### config.mk
export PLATFORM = sky130hd
export DESIGN_NAME = mem_model_channel
export DESIGN_NICKNAME = d
export VERILOG_FILES = /design/src/rtl/mem_model_pkg.sv /design/src/rtl/mem_model_channel.sv
export SDC_FILE = /design/constraint.sdc
export NUM_CORES = 1
export LEC_CHECK = 0
export CORE_MARGIN = 1.5
export CORE_UTILIZATION = 46
export CTS_BUF_LIST = sky130_fd_sc_hd__clkbuf_8
export DETAILED_ROUTE_END_ITERATION = 8
export GPL_TIMING_DRIVEN = 0
export PLACE_DENSITY = 0.9
export RECOVER_POWER = 50
export SLEW_MARGIN = 25
export SYNTH_ARGS = -nofsm -noshare
export SYNTH_HDL_FRONTEND = slang
export SYNTH_SLANG_ARGS = --single-unit
### constraint.sdc
create_clock -name clk -period 2.8 [get_ports clk]
set_input_delay 0.7 -clock clk [delete_from_list [all_inputs] [get_ports clk]]
set_output_delay 0.7 -clock clk [all_outputs]
set_load 0.005 [all_outputs]
### src/rtl/mem_model_pkg.sv
// Shared types and constants for the memory latency responder.
//   mm_state_t   : per-channel responder FSM states
//   mm_op_t      : operation latched at request acceptance
//   CNT_BITS     : width of the latency down-counter (LATENCY up to 15)
//   latency_load : value loaded into the counter when a request is accepted
package mem_model_pkg;

    typedef enum logic [1:0] {IDLE, BUSY, RESP, DONE} mm_state_t;
    typedef enum logic {OP_READ, OP_WRITE} mm_op_t;

    localparam int CNT_BITS = 4;

    // BUSY counts down to zero before RESP, so the load value is LATENCY-1.
    function automatic logic [CNT_BITS-1:0] latency_load(input int latency);
        return CNT_BITS'(latency - 1);
    endfunction

endpackage

### src/rtl/mem_model_channel.sv
// One responder channel: accepts a read or write request, waits LATENCY
// cycles, then issues a single-cycle ready pulse.
// Ports:
//   clk, reset                     clock, asynchronous active-low reset
//   read_valid/read_address        read request in
//   read_ready/read_data           registered read completion pulse and word
//   write_valid/write_address/_data write request in
//   write_ready                    registered write completion pulse
//   mem_addr / mem_rdata           lookup of the latched address in the shared array
//   commit/commit_addr/commit_data write strobe toward the shared array (RESP cycle)
module mem_model_channel
    import mem_model_pkg::*;
#(
    parameter int ADDR_BITS = 8,
    parameter int DATA_BITS = 16,
    parameter int LATENCY   = 2
) (
    input  logic                 clk,
    input  logic                 reset,
    input  logic                 read_valid,
    input  logic [ADDR_BITS-1:0] read_address,
    output logic                 read_ready,
    output logic [DATA_BITS-1:0] read_data,
    input  logic                 write_valid,
    input  logic [ADDR_BITS-1:0] write_address,
    input  logic [DATA_BITS-1:0] write_data,
    output logic                 write_ready,
    output logic [ADDR_BITS-1:0] mem_addr,
    input  logic [DATA_BITS-1:0] mem_rdata,
    output logic                 commit,
    output logic [ADDR_BITS-1:0] commit_addr,
    output logic [DATA_BITS-1:0] commit_data
);

    mm_state_t             state_reg;
    mm_op_t                op_reg;
    logic [ADDR_BITS-1:0]  addr_reg;
    logic [DATA_BITS-1:0]  data_reg;
    logic [CNT_BITS-1:0]   cnt_reg;
    logic                  read_ready_reg;
    logic                  write_ready_reg;
    logic [DATA_BITS-1:0]  read_data_reg;
    logic                  op_valid;

    // Valid of the operation currently being served; DONE waits for it to fall.
    assign op_valid = (op_reg == OP_READ) ? read_valid : write_valid;

    always_ff @(posedge clk or negedge reset) begin
        if (!reset) begin
            state_reg       <= IDLE;
            op_reg          <= OP_READ;
            addr_reg        <= '0;
            data_reg        <= '0;
            cnt_reg         <= '0;
            read_ready_reg  <= 1'b0;
            write_ready_reg <= 1'b0;
            read_data_reg   <= '0;
        end else begin
            read_ready_reg  <= 1'b0;
            write_ready_reg <= 1'b0;
            case (state_reg)
                IDLE: begin
                    // Read has priority; a pending write is picked up on a later pass.
                    if (read_valid) begin
                        op_reg    <= OP_READ;
                        addr_reg  <= read_address;
                        cnt_reg   <= latency_load(LATENCY);
                        state_reg <= BUSY;
                    end else if (write_valid) begin
                        op_reg    <= OP_WRITE;
                        addr_reg  <= write_address;
                        data_reg  <= write_data;
                        cnt_reg   <= latency_load(LATENCY);
                        state_reg <= BUSY;
                    end
                end
                BUSY: begin
                    if (cnt_reg == '0) begin
                        // Ready is registered, so it is raised on the edge entering RESP.
                        // Read data is captured here too: a write committing at the end
                        // of this cycle's RESP elsewhere is not yet visible (old word).
                        state_reg <= RESP;
                        if (op_reg == OP_READ) begin
                            read_ready_reg <= 1'b1;
                            read_data_reg  <= mem_rdata;
                        end else begin
                            write_ready_reg <= 1'b1;
                        end
                    end else begin
                        cnt_reg <= cnt_reg - CNT_BITS'(1);
                    end
                end
                RESP: begin
                    state_reg <= DONE;
                end
                DONE: begin
                    if (!op_valid) begin
                        state_reg <= IDLE;
                    end
                end
                default: begin
                    state_reg <= IDLE;
                end
            endcase
        end
    end

    assign read_ready  = read_ready_reg;
    assign write_ready = write_ready_reg;
    assign read_data   = read_data_reg;
    assign mem_addr    = addr_reg;

    // Write lands in the array on the edge that ends RESP; a reset during BUSY
    // never reaches RESP, so that write is dropped.
    assign commit      = (state_reg == RESP) && (op_reg == OP_WRITE);
    assign commit_addr = addr_reg;
    assign commit_data = data_reg;

endmodule

# Word-level counts from Yosys, hierarchy flattened
# Index checks and enable logic that the tools add are counted.
# classes
addsub	1
n_mul	0
div_mod_pow	0
n_lt_le_gt_ge	0
eq_ne	7
n_shift	0
muxes	20
bitwise	2
reduce_logical	10
# op_table
cell	n
8-bit 2-to-1 mux	2
4-bit 2-to-1 mux	3
3-bit AND reduction	4
1-bit 2-to-1 mux	9
2-bit 2-to-1 mux	4
2-bit one-hot mux with 4 select lines	1
4-bit one-hot mux with 2 select lines	1
2-bit inequality test (second input constant)	3
2-bit equality test (second input constant)	2
4-bit zero test	1
2-bit nonzero test	2
4-bit by 1-bit subtractor with 4-bit output (second input constant)	1
3-bit inequality test (second input constant)	1
2-bit by 1-bit equality test with 1-bit output (second input constant)	1
2-bit zero test	1
1-bit NOT	2
2-bit AND reduction	1
1-bit logical AND	1
# word_totals
regBits	49
latch_bits	0
mem_bits_rw	0
mem_bits_ro	0
in_bits	52
out_inout_bits	51
wordCells	48
n_memories	0

# Longest topological paths before layout
# Gate-level depths: netlist of run 1.
# depth
ltp_word	3
mapped_depth	6
depth_no_buf	5

# Worst setup path before layout of run 1
# OpenSTA, ideal clock, no wires.
# synth_timing
path_type	input-to-reg
startpoint	input write_valid
endpoint	register state_reg[1]
setup_ps	128
arrival_ps	1703
required_time_ps	2672
path_slack_ps	969
path_stages	4
n_path_buf	1
path_cell_list	buf_2 -> mux2_2 -> a221oi_2 -> mux2_1
# synth_via
elab_chain_len	3
elab_cells_between_ends	4
cone_classes	eq/ne: 2; mux: 1; reduce/logical: 1
# synth_lines
item	line	rtl
start: declaration	mem_model_channel.sv:24	input logic write_valid,
1-bit 2-to-1 mux	mem_model_channel.sv:46	assign op_valid = (op_reg == OP_READ) ? read_valid : write_valid;
2-bit inequality test (no line)	--	
3-bit AND reduction (no line) *	--	
end signal: assignment	mem_model_channel.sv:50	state_reg <= IDLE;
end signal: assignment	mem_model_channel.sv:68	state_reg <= BUSY;
end signal: assignment	mem_model_channel.sv:74	state_reg <= BUSY;
end: declaration	mem_model_channel.sv:35	mm_state_t state_reg;
# Mark *: on every way between the ends. The rest lies on a longest branch, timed or not.
# A chain may end at the register's enable or synchronous reset.

# Final worst setup path of run 1
# layout_timing
startpoint	register cnt_reg[0]
endpoint	register read_data_reg[15] (netlist: read_data[15])
# layout_via
elab_chain_len	2
# layout_lines
item	line	rtl
start: declaration	mem_model_channel.sv:39	logic [CNT_BITS-1:0] cnt_reg;
start signal: assignment	mem_model_channel.sv:67	cnt_reg <= latency_load(LATENCY);
start signal: assignment	mem_model_channel.sv:73	cnt_reg <= latency_load(LATENCY);
start signal: assignment	mem_model_channel.sv:90	cnt_reg <= cnt_reg - CNT_BITS'(1);
4-bit zero test	mem_model_channel.sv:78	if (cnt_reg == '0) begin
3-bit AND reduction (no line)	--	
end signal: assignment	mem_model_channel.sv:85	read_data_reg <= mem_rdata;
end: declaration	mem_model_channel.sv:42	logic [DATA_BITS-1:0] read_data_reg;
# Every way passes these cells.

==> impl_results.md, run 1 <==
* Max Fclk at approximately 0.43 GHz
* Effective utilization at floorplan at a little under half
* Final wirelength at 5659 um
* Post-route clock period utilization at a little over four fifths
* Distinct cells, synth at 37
* Root buffer cell: sky130_fd_sc_hd__clkbuf_8
* Floorplan die width at about 73 um
* Number of vias after detailed routing at 1734
* Number of standard cells after synthesis at approximately 170
* Buffers & Inverters on Critical Path at 2
* Mapped Nets at roughly 220
* Initial detailed-routing violation count at between 100 and 150
* # H-tree levels at 2
* Clock sink count at about 50
* Synthesized area per cell at roughly 14 um2
* Result of the run: complete, no violations
* Cell with the biggest individual delay on the critical path: sky130_fd_sc_hd__nor3b_1
* Post-detailed-route count of antenna-violating nets at 0
* Worst supply voltage drop on vdd at between 0.4 and 0.5 mV
* Synthesized flop and latch total at a little under 50
* Hold Vio Cnt, Final at 0
* Final std cell area, no fill at around 3400 um2
* Actual transition at the worst max-transition pin at around 1200 ps
* Last weighted congestion value of the routability-driven placer at 0.8248
* Avg WL per Cell at 16.60 um
* Total iterations of the first detailed-routing run at 4
* Worst min-delay path category: flop to flop
* Maximum number of pins on one net before global-route repair at 50
* Static leakage at approximately 1.5 nW
* Relative slew margins at 19.52%
* Detail-routed via count per cell at a little over 5
* Nature of the critical path startpoint: flop
* Synthesis Warnings at 0
* Post-layout nets at ~330
* Total track usage at 21.61%
* Number of pins with negative max-slew slack in the final report at 0
* Worst reg2reg path startpoint: cnt_reg[0]
* Final worst path period need at between 2000 and 2500 ps
* Post-detailed-placement cell area at ~3300 um2
* Clock transition at the registers of the reported paths at 90 ps
* Global-route wire length before repair at 8728 um
* Nature of the critical path endpoint: flop
* Share of synthesized area occupied by flip-flops and latches at between 50% and 60%
* Max incr delay on CP at 730 ps
* Hold buffer count at cts at 0
* Num CTS Buffers at 5
* CTS tree: yes
* DRC at 0
* Diode count at 0
* Setup repair after global routing missed its margin: false
* Biggest fanout along the worst timing path at 10
* Via count of the first global-routing pass at roughly 1700
* Core Area at ~4700 um2
* Data required time at the worst endpoint at 2990 ps
* GR Overflow Total at 0
* Synth-to-Final Area Change at 51.05%
* Setup Fix Bufs, Post-CTS at 0
* Buffers from clock root to sink, at most at 2
* Ratio of cells with drive above 1 in the final layout at between 20% and 30%
* Cell Rows at 25
* Arrival time at the worst endpoint at around 2500 ps
* Clock latency on the worst-skew pair at roughly 300 ps
* Number of top-level design ports at 103
* Number of maximum-capacitance violations at 0
* Number of gates given a new drive strength after cts at 0
* Min Hold Slack at between 500 and 600 ps
* Cell chain of the critical path: inv_1 -> ha_1 -> nor3b_1 -> nand3b_4 -> buf_6 -> mux2_4
* Placed Cells incl. Taps at 333
* DP HPWL at roughly 4300 um
* Startpoint of the most critical hold path: read_data[12]
* Largest clock skew in the final design at between 4 and 5 ps
* Cell area power density at a little under 1000 nW/um2
* Critical Path Source: cnt_reg[0]
* Crit Path Class: flop to flop
* Area of the die at between 5000 and 6000 um2
* Final non-filler cell total at about 340
* Initial antenna violation count at 0
* Crit path max-delay family: simple AND/OR/NAND/NOR gates
* Die height at 73.17 um
* Port Buffer Count at 100
* Final-report setup violation count at 0
* Summed instance area of the synthesized netlist at between 2000 and 2500 um2
[placed cells by master, fill, tap and decap left out, drive strengths merged, types with 2 or more instances in the layout]
cell / n
clkdlybuf4s50: 99
dfrtp: 49
mux2: 34
a22o: 13
buf: 12
nand2: 10
clkbuf: 10
ha: 6
inv: 6
nand3b: 6
and3: 2
o21ai: 2
o32a: 2
nand2b: 2
a21oi: 2
nor3b: 2
[per-layer routing]
layer  wire length [um]  up-vias  GRT usage [%]
li1                   -      803              -
met1               2255      839          25.65
met2               2874       86          38.89
met3                494        6          6.492
met4                 35        0          3.774
met5                  0        -              0
[worst paths after layout]
| kind | endpoint | slack, ps | depth (start not counted) |
|---|---|---|---|
| setup / recovery | read_data[15] | 450 | 6 |
| hold / removal | read_data[12] | 510 | 1 |
| setup reg to reg | read_data[15] | 450 | 6 |
| hold reg to reg | read_data[12] | 510 | 1 |
| max in group asynchronous | read_data[1] | 1440 | 1 |
| min in group asynchronous | commit_data[13] | 630 | 1 |
[layout make-up]
cell class	count	area, um2
clock inverter	3	21.27
inverter	5	18.77
tap	67	83.83
fill	302	1303
clock buffer	5	68.82
buffer	16	101.3
timing repair buffer	100	996.0
sequential	49	1226
multi-input combinational	96	904.6
[cell families (layout without fill, tap and decap cells)]
family / after synthesis / after routing / synth area share, %
flip-flops: 49 / 49 / 54.14
multiplexers: 34 / 34 / 18.40
AND/OR/NAND/NOR: 32 / 32 / 9.835
AO/OA/AOI/OAI: 24 / 24 / 9.005
buffers and inverters: 21 / 129 / 5.304
adder cells (fa/ha/maj): 6 / 6 / 3.315
[synth_stat cells, drive strengths merged]
master / instances / area share, %
nand3b: 6 / 2.5
o32a: 2 / 0.88
clkbuf: 4 / 0.66
buf: 12 / 3.8
nor3b: 2 / 1.4
a221oi: 1 / 0.66
a21oi: 2 / 0.44
a211oi: 1 / 0.33
mux2: 34 / 18
ha: 6 / 3.3
nor2b: 1 / 0.28
a221o: 1 / 0.44
nor2: 1 / 0.17
and2: 1 / 0.28
and3: 2 / 0.55
nor3: 1 / 0.22
or3b: 1 / 0.50
dfrtp: 49 / 54
o21ai: 2 / 0.44
or2: 1 / 0.28
nor4b: 1 / 0.39
o221ai: 1 / 0.39
a22o: 13 / 5.0
nor4: 1 / 0.28
inv: 5 / 0.83
nand4b: 1 / 0.39
a211o: 1 / 0.39
nand2: 10 / 1.7
nand2b: 2 / 0.55
and3b: 1 / 0.39
[power by group]
| part | internal [W] | leakage [nW] | switching [W] |
|---|---|---|---|
| clock | 0.000177 | 0.0445 | 0.000236 |
| sequential | 0.00104 | 0.592 | 0.000222 |
| combinational | 0.00115 | 0.900 | 0.000567 |
| total | 0.00237 | 1.54 | 0.00103 |
[through the flow]
step / setup slack (ps) / power, W / TNS (ps) / utilization (%)
5_1_grt: 302.5 / 0.003609 / 0 / 72.42
3_5_place_dp: 777.1 / 0.003017 / 0 / 70.86
3_3_place_gp: -293.2 / 0.002919 / -14240 / 70.91
6_report: 450.6 / 0.003395 / 0 / 72.42
4_1_cts: 490.1 / 0.003436 / 0 / 72.77
2_1_floorplan: 969.5 / 0.002040 / 0 / -
Power figures use the tool's default switching activity.
==> inputs of run 2 (changes only) <==
--- a/config.mk
+++ b/config.mk
@@ -6,11 +6,11 @@
 export NUM_CORES = 1
 export LEC_CHECK = 0
 export CORE_MARGIN = 1.5
-export CORE_UTILIZATION = 46
+export CORE_UTILIZATION = 39
 export CTS_BUF_LIST = sky130_fd_sc_hd__clkbuf_8
 export DETAILED_ROUTE_END_ITERATION = 8
 export GPL_TIMING_DRIVEN = 0
-export PLACE_DENSITY = 0.9
+export PLACE_DENSITY = 0.81
 export RECOVER_POWER = 50
 export SLEW_MARGIN = 25
 export SYNTH_ARGS = -nofsm -noshare
==> constraint.sdc (replaced) <==
create_clock -name clk -period 2 [get_ports clk]
set_input_delay 0.5 -clock clk [delete_from_list [all_inputs] [get_ports clk]]
set_output_delay 0.5 -clock clk [all_outputs]
set_load 0.005 [all_outputs]
==> run 2 against run 1 <==
Against the previous run:
- maximum frequency is 26% higher
- sequential cell count stayed put
- non-clock buffer count is 3 higher
- setup slack worse by 310 ps
- cell count is 2.3% higher
- die area is 17% higher
- core utilization is 10 points lower
- clock skew is 6.9 ps higher
- clock power is 35% higher
- critical path depth is 1 lower
- combinational power is 37% higher
- critical path type unchanged
- largest cell class unchanged
==> impl_results.md, run 2 (same netlist as run 1, synthesis figures left out) <==
* Clock sink count at 49 (unchanged)
* Post-detailed-placement cell area at 3353 um2 (+0.19%)
* Nature of the critical path startpoint: flop
* Data required time at the worst endpoint at 2190 ps (-800 ps)
* Floorplan die width at 79.20 um (+8.2%)
* Cell chain of the critical path: inv_1 -> ha_1 -> or3b_4 -> a221oi_2 -> mux2_1
* Avg WL per Cell at 14.29 um (-14%)
* Root buffer cell: sky130_fd_sc_hd__clkbuf_8
* Hold Vio Cnt, Final at 0 (unchanged)
* Maximum number of pins on one net before global-route repair at 50 (unchanged)
* Internal Dissipation at 0.003303 W (+39%)
* Number of pins with negative max-slew slack in the final report at 0 (unchanged)
* Actual transition at the worst max-transition pin at 1194 ps (-13.29 ps)
* Combinational Power Share at 50.3% (-0.2 points)
* Last weighted congestion value of the routability-driven placer at 0.8269 (+0.25%)
* Leading cell type in the layout, fill and taps excluded: sky130_fd_sc_hd__clkdlybuf4s50_1
* Largest clock skew in the final design at 10.87 ps (+6.857 ps)
* Number of top-level design ports at 103 (unchanged)
* Buffers from clock root to sink, at most at 2 (unchanged)
* Total Power at 0.004660 W (+37%)
* Leading cell types in the layout, fill and taps excluded: 89 x sky130_fd_sc_hd__clkdlybuf4s50_1, 49 x sky130_fd_sc_hd__dfrtp_1, 24 x sky130_fd_sc_hd__mux2_2
* Final non-filler cell total at 349 (+2.3%)
* Worst reg2reg path startpoint: cnt_reg[0]
* Relative slew margins at 20.40% (+0.89 points)
* Ratio of cells with drive above 1 in the final layout at 22.02% (+0.85 points)
* Die height at 79.20 um (+8.2%)
* Arrival time at the worst endpoint at 2050 ps (-490 ps)
* # H-tree levels at 2 (unchanged)
* Sw frac at 29.12% (-1.1 points)
* Worst min-delay path category: input port to asynchronous set/reset pin
* Post-layout nets at 334 (+0.91%)
* Initial antenna violation count at 0 (unchanged)
* Final worst path period need at 1862 ps (-486.9 ps)
* Max Fclk at 0.5369 GHz (+26%)
* Cell with the biggest individual delay on the critical path: sky130_fd_sc_hd__dfrtp_1
* Crit path max-delay family: flip-flops
* Relative contribution of the clock network to total power at 12.0% (-0.2 points)
* Synth-to-Final Area Change at 52.60%
* Total track usage at 16.51% (-5.1 points)
* Post-detailed-route count of antenna-violating nets at 0 (unchanged)
* Final wirelength at 4988 um (-12%)
* CP Depth at 5 (-1)
* CTS tree: yes
* Port Buffer Count at 100 (unchanged)
* Setup repair after global routing missed its margin: false
* Number of maximum-capacitance violations at 0 (unchanged)
* Core Area at 5540 um2 (+17%)
* Biggest fanout along the worst timing path at 4 (-6)
* Effective utilization at floorplan at 40.88% (-7.1 points)
* Cell area power density at 1349 nW/um2 (+36%)
* Total iterations of the first detailed-routing run at 4 (unchanged)
* Depth of the most critical reg-to-reg path at 5 (-1)
* Nature of the critical path endpoint: flop
* GR Overflow Total at 0 (unchanged)
* Static leakage at 1.563 nW (+1.7%)
* Area of the die at 6273 um2 (+17%)
* Reg-to-Reg End: state_reg[1]
* Placed Cells incl. Taps at 338 (+1.5%)
* Final-report setup violation count at 0 (unchanged)
* DP HPWL at 3742 um (-13%)
* Via count of the first global-routing pass at 1724 (-0.75%)
* Max incr delay on CP at 410 ps (-320 ps)
* Number of vias after detailed routing at 1690 (-2.5%)
* Crit Path Class: flop to flop
* Switch Pwr at 0.001357 W (+32%)
* Post-route clock period utilization at 93.12% (+9.2 points)
* Diode count at 0 (unchanged)
* Final std cell area, no fill at 3456 um2 (+1.0%)
* Clock latency on the worst-skew pair at 300 ps (about the same)
* Buffers & Inverters on Critical Path at 1 (-1)
* Result of the run: complete, no violations
* Num CTS Buffers at 5 (unchanged)
* Global-route wire length before repair at 8162 um (-6.5%)
* FF-to-FF setup slack at 140 ps (-310 ps)
* Cell Rows at 27 (+8.0%)
* DRC at 0 (unchanged)
* Post-Route Setup TNS at 0 ps (unchanged)
* Part of the total power dissipated in sequential elements at 37.6% (+0.3 points)
* Initial detailed-routing violation count at 32 (-70%)
* Detail-routed via count per cell at 4.842 (-4.8%)
* Clock transition at the registers of the reported paths at 90 ps (about the same)
* Worst supply voltage drop on vdd at 0.7687 mV (+65%)
* Hold buffer count at cts at 0 (unchanged)
run 2: cell count changes in the layout (fill, tap and decap cells not counted), sizes merged:
cell	change
clkinv	-1
clkdlybuf4s50	-10
buf	+1
dlygate4sd3	+9
clkinvlp	+1
clkbuf	+2
dlygate4sd2	+1
run 2: layer usage:
metal	vias to the layer above	global-route usage, %	wire (um)
met1	828	19.99	2125
met3	6	3.908	265
met5	-	0	0
met2	51	28.97	2547
met4	0	5.088	49
li1	805	-	-
run 2: worst max-delay path by stage:
stage / from / endpoint / slack [ps]
floorplan: cnt_reg[0] / state_reg[1] / 240
global placement: reset / read_data[13] / -1000
CTS: state_reg[1] / commit_data[8] / 30
global route: cnt_reg[0] / state_reg[1] / 10
detailed placement: state_reg[0] / commit_data[8] / 20
finish: cnt_reg[0] / state_reg[1] / 140
run 2: per-stage QoR:
step / utilization, % / hold slack (ps) / worst slack [ps]
5_1_grt: 62.38 / 519.0 / 13.43
2_1_floorplan: - / 204.4 / 239.6
3_3_place_gp: 60.57 / 486.0 / -999.6
3_5_place_dp: 60.52 / 494.1 / 24.50
4_1_cts: 62.22 / 227.5 / 32.67
6_report: 62.38 / 421.9 / 137.6
run 2: final cells by class:
type	count	area, um2
fillers	448	2085
multi-input cells	96	918.4
well taps	72	90.09
flip-flops and latches	49	1226
repair buffers	103	1013
clock buffers	5	68.82
inverters	5	18.77
plain buffers	16	101.3
clock inverters	3	18.77
run 2: power by group through the flow:
stage,clock [W],sequential (W),combinational [W]
after floorplan,0,0.00178,0.00108
after global placement,0,0.00175,0.00234
after detailed placement,0,0.00178,0.00238
after CTS,0.000579,0.00176,0.00240
after global routing,0.000620,0.00182,0.00254
final,0.000560,0.00175,0.00235
run 2: repair_timing:
item | in CTS | in global routing
setup buffers | 1 | 2
cloned | 0 | 0
endpoints found under the setup margin | 1 | 12
gates resized for setup | 1 | 0
pin swaps | 0 | 2
endpoints found under the hold margin | 0 | 0
==> variant, RTL diff (settings of run 2) <==
Change the parameter `DATA_BITS` from 16 to 32.
--- a/src/rtl/mem_model_channel.sv
+++ b/src/rtl/mem_model_channel.sv
@@ -13,5 +13,5 @@
 #(
     parameter int ADDR_BITS = 8,
-    parameter int DATA_BITS = 16,
+    parameter int DATA_BITS = 32,
     parameter int LATENCY   = 2
 ) (
Interface: changed (resized commit_data, mem_rdata, read_data and write_data); port bits go from 103 to 167. The function was not compared with the original's and may differ.
==> variant against run 2 <==
- via count up 55%
- sequential cell count increased by 32
- cell area up 59%
- critical path depth shrank 1
- area after synthesis is 55% higher
- power up 66%
- routed wire length rose by 71%
- worst setup slack worse by 37 ps
- final cell count up 52%
- global-route usage up 1.9 points
- register-to-register slack gained 30 ps
- fmax decreased by 2.0%
==> variant: results (changes against run 2) <==
- Via count of the first global-routing pass: 2716 (+58%)
* R2R depth: 6 (+1)
- Total clock sinks: 81 (+65%)
- Fill cell total of the finished layout: 671 (+50%)
- The total number of vias was 2616 (+55%).
* Mapped Nets: 328 (+46%)
* Outcome: complete, no violations
- The maximum VDD drop is 0.603 mV (-22%).
- Pre-CTS worst setup slack: -157 ps (-181 ps)
- The maximum fanout along the worst path is 2 (-2).
- Combinational group share of total power: 48.9% (-1.4 points)
* Fraction of met1 tracks used by global routing: 22.9% (+3.0 points)
- The post-route minimum period was 1900 ps (+37.4 ps).
- Total wirelength of the detailed-routed design: 8550 µm (+71%)
* Global-route usage over all layers: 18.4% (+1.9 points)
- The share of the synthesized area in compound gates (AO/OA/AOI/OAI) was 6.36% (-2.6 points).
* Share of the yosys chip area belonging to registers: 57.6% (+3.4 points)
* Detail Placement HPWL: 6560 µm (+75%)
- The switching power summed over all nets came to 2.25 mW (+66%).
- Buffers, non-clock: 187 (+57%)
* Port bufs: 165 (+65%)
- Worst setup startpoint: state_reg[0]$_DFFE_PN0P_
* Share of synthesized cell area in full adder, half adder and majority cells: 2.13% (-1.2 points)
* Total met3 wirelength after detailed routing: 476 µm (+80%)
* CTS H-tree depth: 3 (+1)
* Placed cell area: 5330 µm² (+59%)
- Die X: 98.0 µm (+24%)
- The sequential cell power came to 2.91 mW (+66%).
- Number of multi-input combinational cells in the layout: 130 (+35%)
* Setup clock skew after layout: 12.0 ps (+1.09 ps)
- Internal portion of total power: 5.48 mW (+66%)
- The flip-flop and latch share of the layout cell area came to 36.9% (+1.4 points).
[variant: cell count changes after synthesis, moves of 3 or more]
cell / change
mux2_4: +20
dfrtp_1: +32
o21ai_0: +3
mux2_2: +12
[variant: kinds of logic (layout without fill, tap and decap cells)]
| logic type | Yosys count | count (layout) |
|---|---|---|
| DFF | 81 | 81 |
| and+or+nand+nor | 30 | 30 |
| muxes | 65 | 65 |
| buffers and inverters | 27 | 210 |
| adders and majority gates | 6 | 6 |
| AOI/OAI and AO/OA | 29 | 29 |
[variant: worst reg2reg max path: stages, from the launching register on]
cell	delay (ps)
dfrtp_1	420
inv_1	90
ha_1	180
nor3b_4	310
nand3b_4	200
buf_6	210
mux2_4	310
[variant: metrics by stage]
step                      TNS, ps  util, %
after floorplan                 0        -
after detailed placement    -3850     61.1
after global placement    -202800     60.9
final                           0     63.0
after global routing            0     63.0
after CTS                       0     63.1
[variant: timing repair]
action                                  4_1_cts  5_1_grt
gates resized for setup                       1        2
buffers inserted                              1        0
endpoints found under the setup margin        1        3
